$ cat config.mk
export PLATFORM = sky130hd
export DESIGN_NAME = cgs_lane_align
export DESIGN_NICKNAME = d
export VERILOG_FILES = /design/src/rtl/cgs_lane_align.sv
export SDC_FILE = /design/constraint.sdc
export NUM_CORES = 1
export LEC_CHECK = 0
export BUFFER_PORTS_ARGS = -buffer_cell sky130_fd_sc_hd__buf_4
export CORE_MARGIN = 1
export CORE_UTILIZATION = 40
export CTS_CLUSTER_DIAMETER = 100
export CTS_CLUSTER_SIZE = 16
export DETAILED_ROUTE_END_ITERATION = 10
export PLACE_DENSITY_LB_ADDON = 0.08
export SLEW_MARGIN = 5
export SYNTH_ARGS = -nofsm -noshare
export SYNTH_HDL_FRONTEND = slang
export SYNTH_SLANG_ARGS = --single-unit
$ cat constraint.sdc
create_clock -name CLK -period 8.55 [get_ports CLK]
set_clock_uncertainty 0.05 [all_clocks]
set_input_delay 1.71 -clock CLK [delete_from_list [all_inputs] [get_ports CLK]]
set_output_delay 1.71 -clock CLK [all_outputs]
set_load 0.01 [all_outputs]
$ cat src/rtl/cgs_lane_align.sv
// rtl/cgs_lane_align.sv - per-lane code-group sync, comma-run tracking and octet re-alignment
module cgs_lane_align #(
    parameter int          BYTES   = 2,
    parameter logic [7:0]  COMMA   = 8'hBC,
    parameter int          K_MIN   = 4,
    parameter int          ERR_MAX = 3,
    localparam int         OW      = (BYTES > 1) ? $clog2(BYTES) : 1
) (
    input  logic                   CLK,
    input  logic                   RST,
    input  logic [BYTES-1:0]       K,
    input  logic [BYTES-1:0][7:0]  DI,
    input  logic [BYTES-1:0]       ERR,
    output logic                   SYNC_N,
    output logic                   VALID,
    output logic [BYTES-1:0][7:0]  DO,
    output logic [BYTES-1:0]       KO,
    output logic [OW-1:0]          OFFS
);

    localparam int DIW = $clog2(2 * BYTES * 8);
    localparam int KIW = $clog2(2 * BYTES);

    typedef enum logic [1:0] {
        ST_INIT,
        ST_CHECK,
        ST_DATA
    } state_t;

    state_t                  state;
    logic [7:0]              run_cnt;
    logic [7:0]              run_nxt;
    logic [3:0]              err_cnt;
    logic [3:0]              err_nxt;
    logic                    err_hit;
    logic [BYTES-1:0]        is_comma;
    logic                    nc_found;
    logic [OW-1:0]           nc_idx;

    // Delayed input words; the selector reads two consecutive words so any offset can be served.
    logic [BYTES-1:0][7:0]   cur_d;
    logic [BYTES-1:0][7:0]   prev_d;
    logic [BYTES-1:0]        cur_k;
    logic [BYTES-1:0]        prev_k;
    logic                    data_d;
    logic [2*BYTES*8-1:0]    cat_d;
    logic [2*BYTES-1:0]      cat_k;
    logic [DIW-1:0]          bit_off;
    logic [KIW-1:0]          k_off;
    logic [BYTES*8-1:0]      sel_d;
    logic [BYTES-1:0]        sel_k;

    // Classify each octet as a valid comma (K set, no decode error, comma value).
    always_comb begin
        is_comma = '0;
        for (int i = 0; i < BYTES; i++) begin
            is_comma[i] = K[i] & ~ERR[i] & (DI[i] == COMMA);
        end
    end

    // Walk the word in stream order; the run carries over from the previous word and saturates at K_MIN.
    always_comb begin
        run_nxt = run_cnt;
        for (int i = 0; i < BYTES; i++) begin
            if (is_comma[i]) begin
                if (run_nxt != 8'(K_MIN)) begin
                    run_nxt = run_nxt + 8'd1;
                end
            end else begin
                run_nxt = '0;
            end
        end
    end

    // Consecutive errored-word count; err_hit marks the word that reaches ERR_MAX.
    always_comb begin
        if (|ERR) begin
            err_nxt = (err_cnt == 4'(ERR_MAX)) ? err_cnt : err_cnt + 4'd1;
        end else begin
            err_nxt = '0;
        end
        err_hit = (err_nxt == 4'(ERR_MAX));
    end

    // Lowest-index non-comma octet of the current word, scanned high to low so the lowest wins.
    always_comb begin
        nc_found = 1'b0;
        nc_idx   = '0;
        for (int i = BYTES - 1; i >= 0; i--) begin
            if (!is_comma[i]) begin
                nc_found = 1'b1;
                nc_idx   = OW'(i);
            end
        end
    end

    // Octet selector: older word in the low half, newer word above it, window starts at OFFS.
    assign cat_d   = {cur_d, prev_d};
    assign cat_k   = {cur_k, prev_k};
    assign bit_off = DIW'({OFFS, 3'b000});
    assign k_off   = KIW'(OFFS);
    assign sel_d   = cat_d[bit_off +: BYTES*8];
    assign sel_k   = cat_k[k_off +: BYTES];

    // Synchronisation machine with registered SYNC_N and latched offset, plus the run/error counters.
    always_ff @(posedge CLK) begin
        if (RST) begin
            state   <= ST_INIT;
            SYNC_N  <= 1'b0;
            OFFS    <= '0;
            run_cnt <= '0;
            err_cnt <= '0;
        end else begin
            run_cnt <= run_nxt;
            err_cnt <= err_nxt;
            case (state)
                ST_INIT: begin
                    if (run_nxt == 8'(K_MIN)) begin
                        state  <= ST_CHECK;
                        SYNC_N <= 1'b1;
                    end
                end
                ST_CHECK: begin
                    if (err_hit) begin
                        state  <= ST_INIT;
                        SYNC_N <= 1'b0;
                    end else if (nc_found) begin
                        state <= ST_DATA;
                        OFFS  <= nc_idx;
                    end
                end
                ST_DATA: begin
                    if (err_hit) begin
                        state  <= ST_INIT;
                        SYNC_N <= 1'b0;
                    end
                end
                default: begin
                    state  <= ST_INIT;
                    SYNC_N <= 1'b0;
                end
            endcase
        end
    end

    // Alignment pipeline; VALID needs two consecutive DATA cycles so the window holds only post-alignment octets.
    always_ff @(posedge CLK) begin
        if (RST) begin
            cur_d  <= '0;
            prev_d <= '0;
            cur_k  <= '0;
            prev_k <= '0;
            DO     <= '0;
            KO     <= '0;
            data_d <= 1'b0;
            VALID  <= 1'b0;
        end else begin
            cur_d  <= DI;
            prev_d <= cur_d;
            cur_k  <= K;
            prev_k <= cur_k;
            DO     <= sel_d;
            KO     <= sel_k;
            data_d <= (state == ST_DATA);
            VALID  <= (state == ST_DATA) && data_d;
        end
    end

endmodule
==> impl_metrics.json <==
{
  "outcome": "completed",
  "ir_drop_mv": 0.104,
  "postCtsResizedCells": 0,
  "post-route-cell-area_um2": 3560,
  "synth.top_cell.area_share_pct": 48.7,
  "synth_cell_types": 51,
  "fin_crit_sh_pct": 60.0,
  "syn_inst": 302,
  "cts-root-buf": "clkbuf_8",
  "ys_seq_elements": 72,
  "fillers": 733,
  "synth.net_count": 332,
  "initial_core_util_pct": 41.1,
  "power_density_nw_per_um2": 183,
  "synthArstFlopShare_pct": 0,
  "cts_tree": "yes",
  "worstPathArrival_ns": 5.36,
  "drcViolationCount": 0,
  "netlist_area_um2": 2960,
  "finalSetupViolCount": 0,
  "place_congestion": 0.861,
  "grt_antenna_before_repair": 0,
  "die_w_um": 88.0,
  "postCtsHoldBufs": 0,
  "portBuffers": 42,
  "cap_violations": 0,
  "die_y_um": 88.0,
  "finalMaxSlewViolations": 0,
  "first_pass_iters": 4,
  "cp-endpoint": "state[1]",
  "finalSetupTns_ns": 0,
  "avgSynthCellArea_um2": 9.81,
  "ant_nets": 0,
  "ys.flop_type": "dfxtp_1",
  "insertion_delay_ns": 0.34,
  "grt_pass1_wl_um": 9120,
  "finalHoldViolations": 0,
  "relSlewSlack_pct": 61.7,
  "ys_warn_count": 0,
  "fin_crit_ns": 5.13,
  "dieArea_um2": 7750,
  "seq_area_um2": 1440,
  "cts_setup_buffers": 0,
  "wl_um": 5610,
  "min_path_type": "flip-flop to flip-flop",
  "r2r_setup_slack_ns": 4.73,
  "place_area_um2": 3360,
  "num_vias": 2112,
  "yosys-top-cells-area": "dfxtp_1 49%, nor2b_1 8.0%, mux2i_1 7.1%, nor2_1 4.6%, ha_1 3.4%",
  "grt_max_degree": 60,
  "numCtsBuffers": 9,
  "tightest_slew_ns": 0.574,
  "final_common_cell": "dfxtp_1",
  "nNetsFinal": 374,
  "rr_worst_depth": 13,
  "viasPerCell": 4.71,
  "grtUsageTotal_pct": 15.7,
  "core-area_um2": 7210,
  "holdWs_ns": 0.380,
  "drive_above_1_share_pct": 19.8,
  "yosysSeqAreaShare_pct": 48.7,
  "wl_per_cell_um": 12.5,
  "reg2reg_from": "run_cnt[4]",
  "area_growth_syn_to_layout_pct": 20.1,
  "grt_pass1_vias": 1968,
  "worstSetupPathType": "input pin to flip-flop",
  "dp_hpwl_um": 4030,
  "crit_path_end_kind": "flip-flop",
  "r2r_end": "state[1]",
  "clock-sinks": 72,
  "multi_input_area_um2": 1430,
  "clk_pin_slew_worst_paths_ns": 0.07,
  "placementRows": 31,
  "rsz0062_at_grt": "no",
  "grt_overflow": 0,
  "crit_fanout": 9,
  "leakagePower_nw": 1.38,
  "final_cell_mix": "72 x dfxtp_1, 43 x buf_4, 38 x nor2b_1, 36 x nor2_1, 21 x mux2i_1",
  "startpoint": "ERR[0]",
  "critPathLaunchType": "input pin",
  "insertedDiodeCount": 0,
  "h-tree-depth": 3,
  "yosysTopAreaCell": "dfxtp_1",
  "drt_iter0_drc": 61,
  "cp.required_ns": 8.78,
  "synth_edf_count": 0,
  "ioPinCount": 43,
  "total_power_mw": 0.651,
  "clockBufferDepth": 2,
  "fmax_ghz": 0.195
}
[worst max-delay path: stages]
cell and delay [ns]:
buf_4 0.12, or4b_1 0.61, or4_1 0.61, nor2_1 0.32, ha_1 0.29, inv_1 0.09, nor4_1 0.27, a31oi_1 0.09
xor2_1 0.18, a2111oi_1 0.41, o211ai_2 0.16, a2111o_1 0.43, nand2_1 0.06
[area by class of cell]
type	instances	share of cell area, %
multi-input cells	207	40.2
repair buffers	43	9.08
clock buffers	11	3.98
inverters	11	1.16
flip-flops and latches	72	40.5
clock inverters	5	1.58
well taps	99	3.48
[kinds of logic after synthesis]
logic type / count (synthesis) / share of synthesized area (%)
adders and majority gates: 8 / 3.38
and+or+nand+nor: 129 / 24.4
xor gates and xnor gates: 16 / 4.73
AOI/OAI and AO/OA: 32 / 8.24
DFF: 72 / 48.7
muxes: 22 / 7.48
buffers and inverters: 23 / 3.08
[state kept, by name, indices dropped and copies added (netlist names), 2 cells and up]
signal   count
cat_d       32
DO          16
run_cnt      8
err_cnt      4
KO           2
cur_k        2
prev_k       2
state        2
[power breakdown]
part | switching (mW) | internal, mW
sequential | 0.00420 | 0.346
combinational | 0.0161 | 0.0178
clock | 0.124 | 0.142
[per-layer routing]
| metal | vias to the layer above | routed length [µm] | global-route usage (%) |
|---|---|---|---|
| met1 | 968 | 2660 | 19.5 |
| met3 | 2 | 240 | 6.03 |
| met2 | 31 | 2680 | 24.8 |
| met4 | 0 | 29 | 6.01 |
| li1 | 1111 | - | - |
| met5 | - | 0 | 0 |
[per-stage QoR]
stage                     util (%)  cells  setup WS (ns)
after floorplan                  -    302           3.54
after global placement        46.5    432           3.22
after global routing          49.3    448           3.13
after detailed placement      46.5    432           3.10
final                         49.3    448           3.42
after CTS                     49.3    448           3.46
[synthesized netlist by cell type (2+ instances only)]
cell type,n
nor2b_1,38
or3_1,2
o21ai_0,3
nand4b_1,2
a2111oi_1,2
ha_1,8
nor4_1,3
and2_1,3
a211oi_1,2
nor3b_1,2
nand2b_1,5
xnor2_1,11
inv_1,11
o21a_1,2
mux2i_1,21
o31ai_1,2
a31oi_1,4
dfxtp_1,72
o22ai_1,3
nand3_1,5
nor2_1,36
xor2_1,5
nand2_1,15
a21oi_1,5
clkbuf_1,10
nor3_1,5
[worst min path at each step]
| stage | depth (start not counted) | startpoint | end |
|---|---|---|---|
| floorplan | 1 | data_d | VALID |
| global placement | 1 | cat_d[25] | cat_d[9] |
| detailed placement | 1 | data_d | VALID |
| CTS | 1 | data_d | VALID |
| global route | 1 | data_d | VALID |
| finish | 1 | data_d | VALID |
Note: power is estimated with default switching activity, not from simulation.
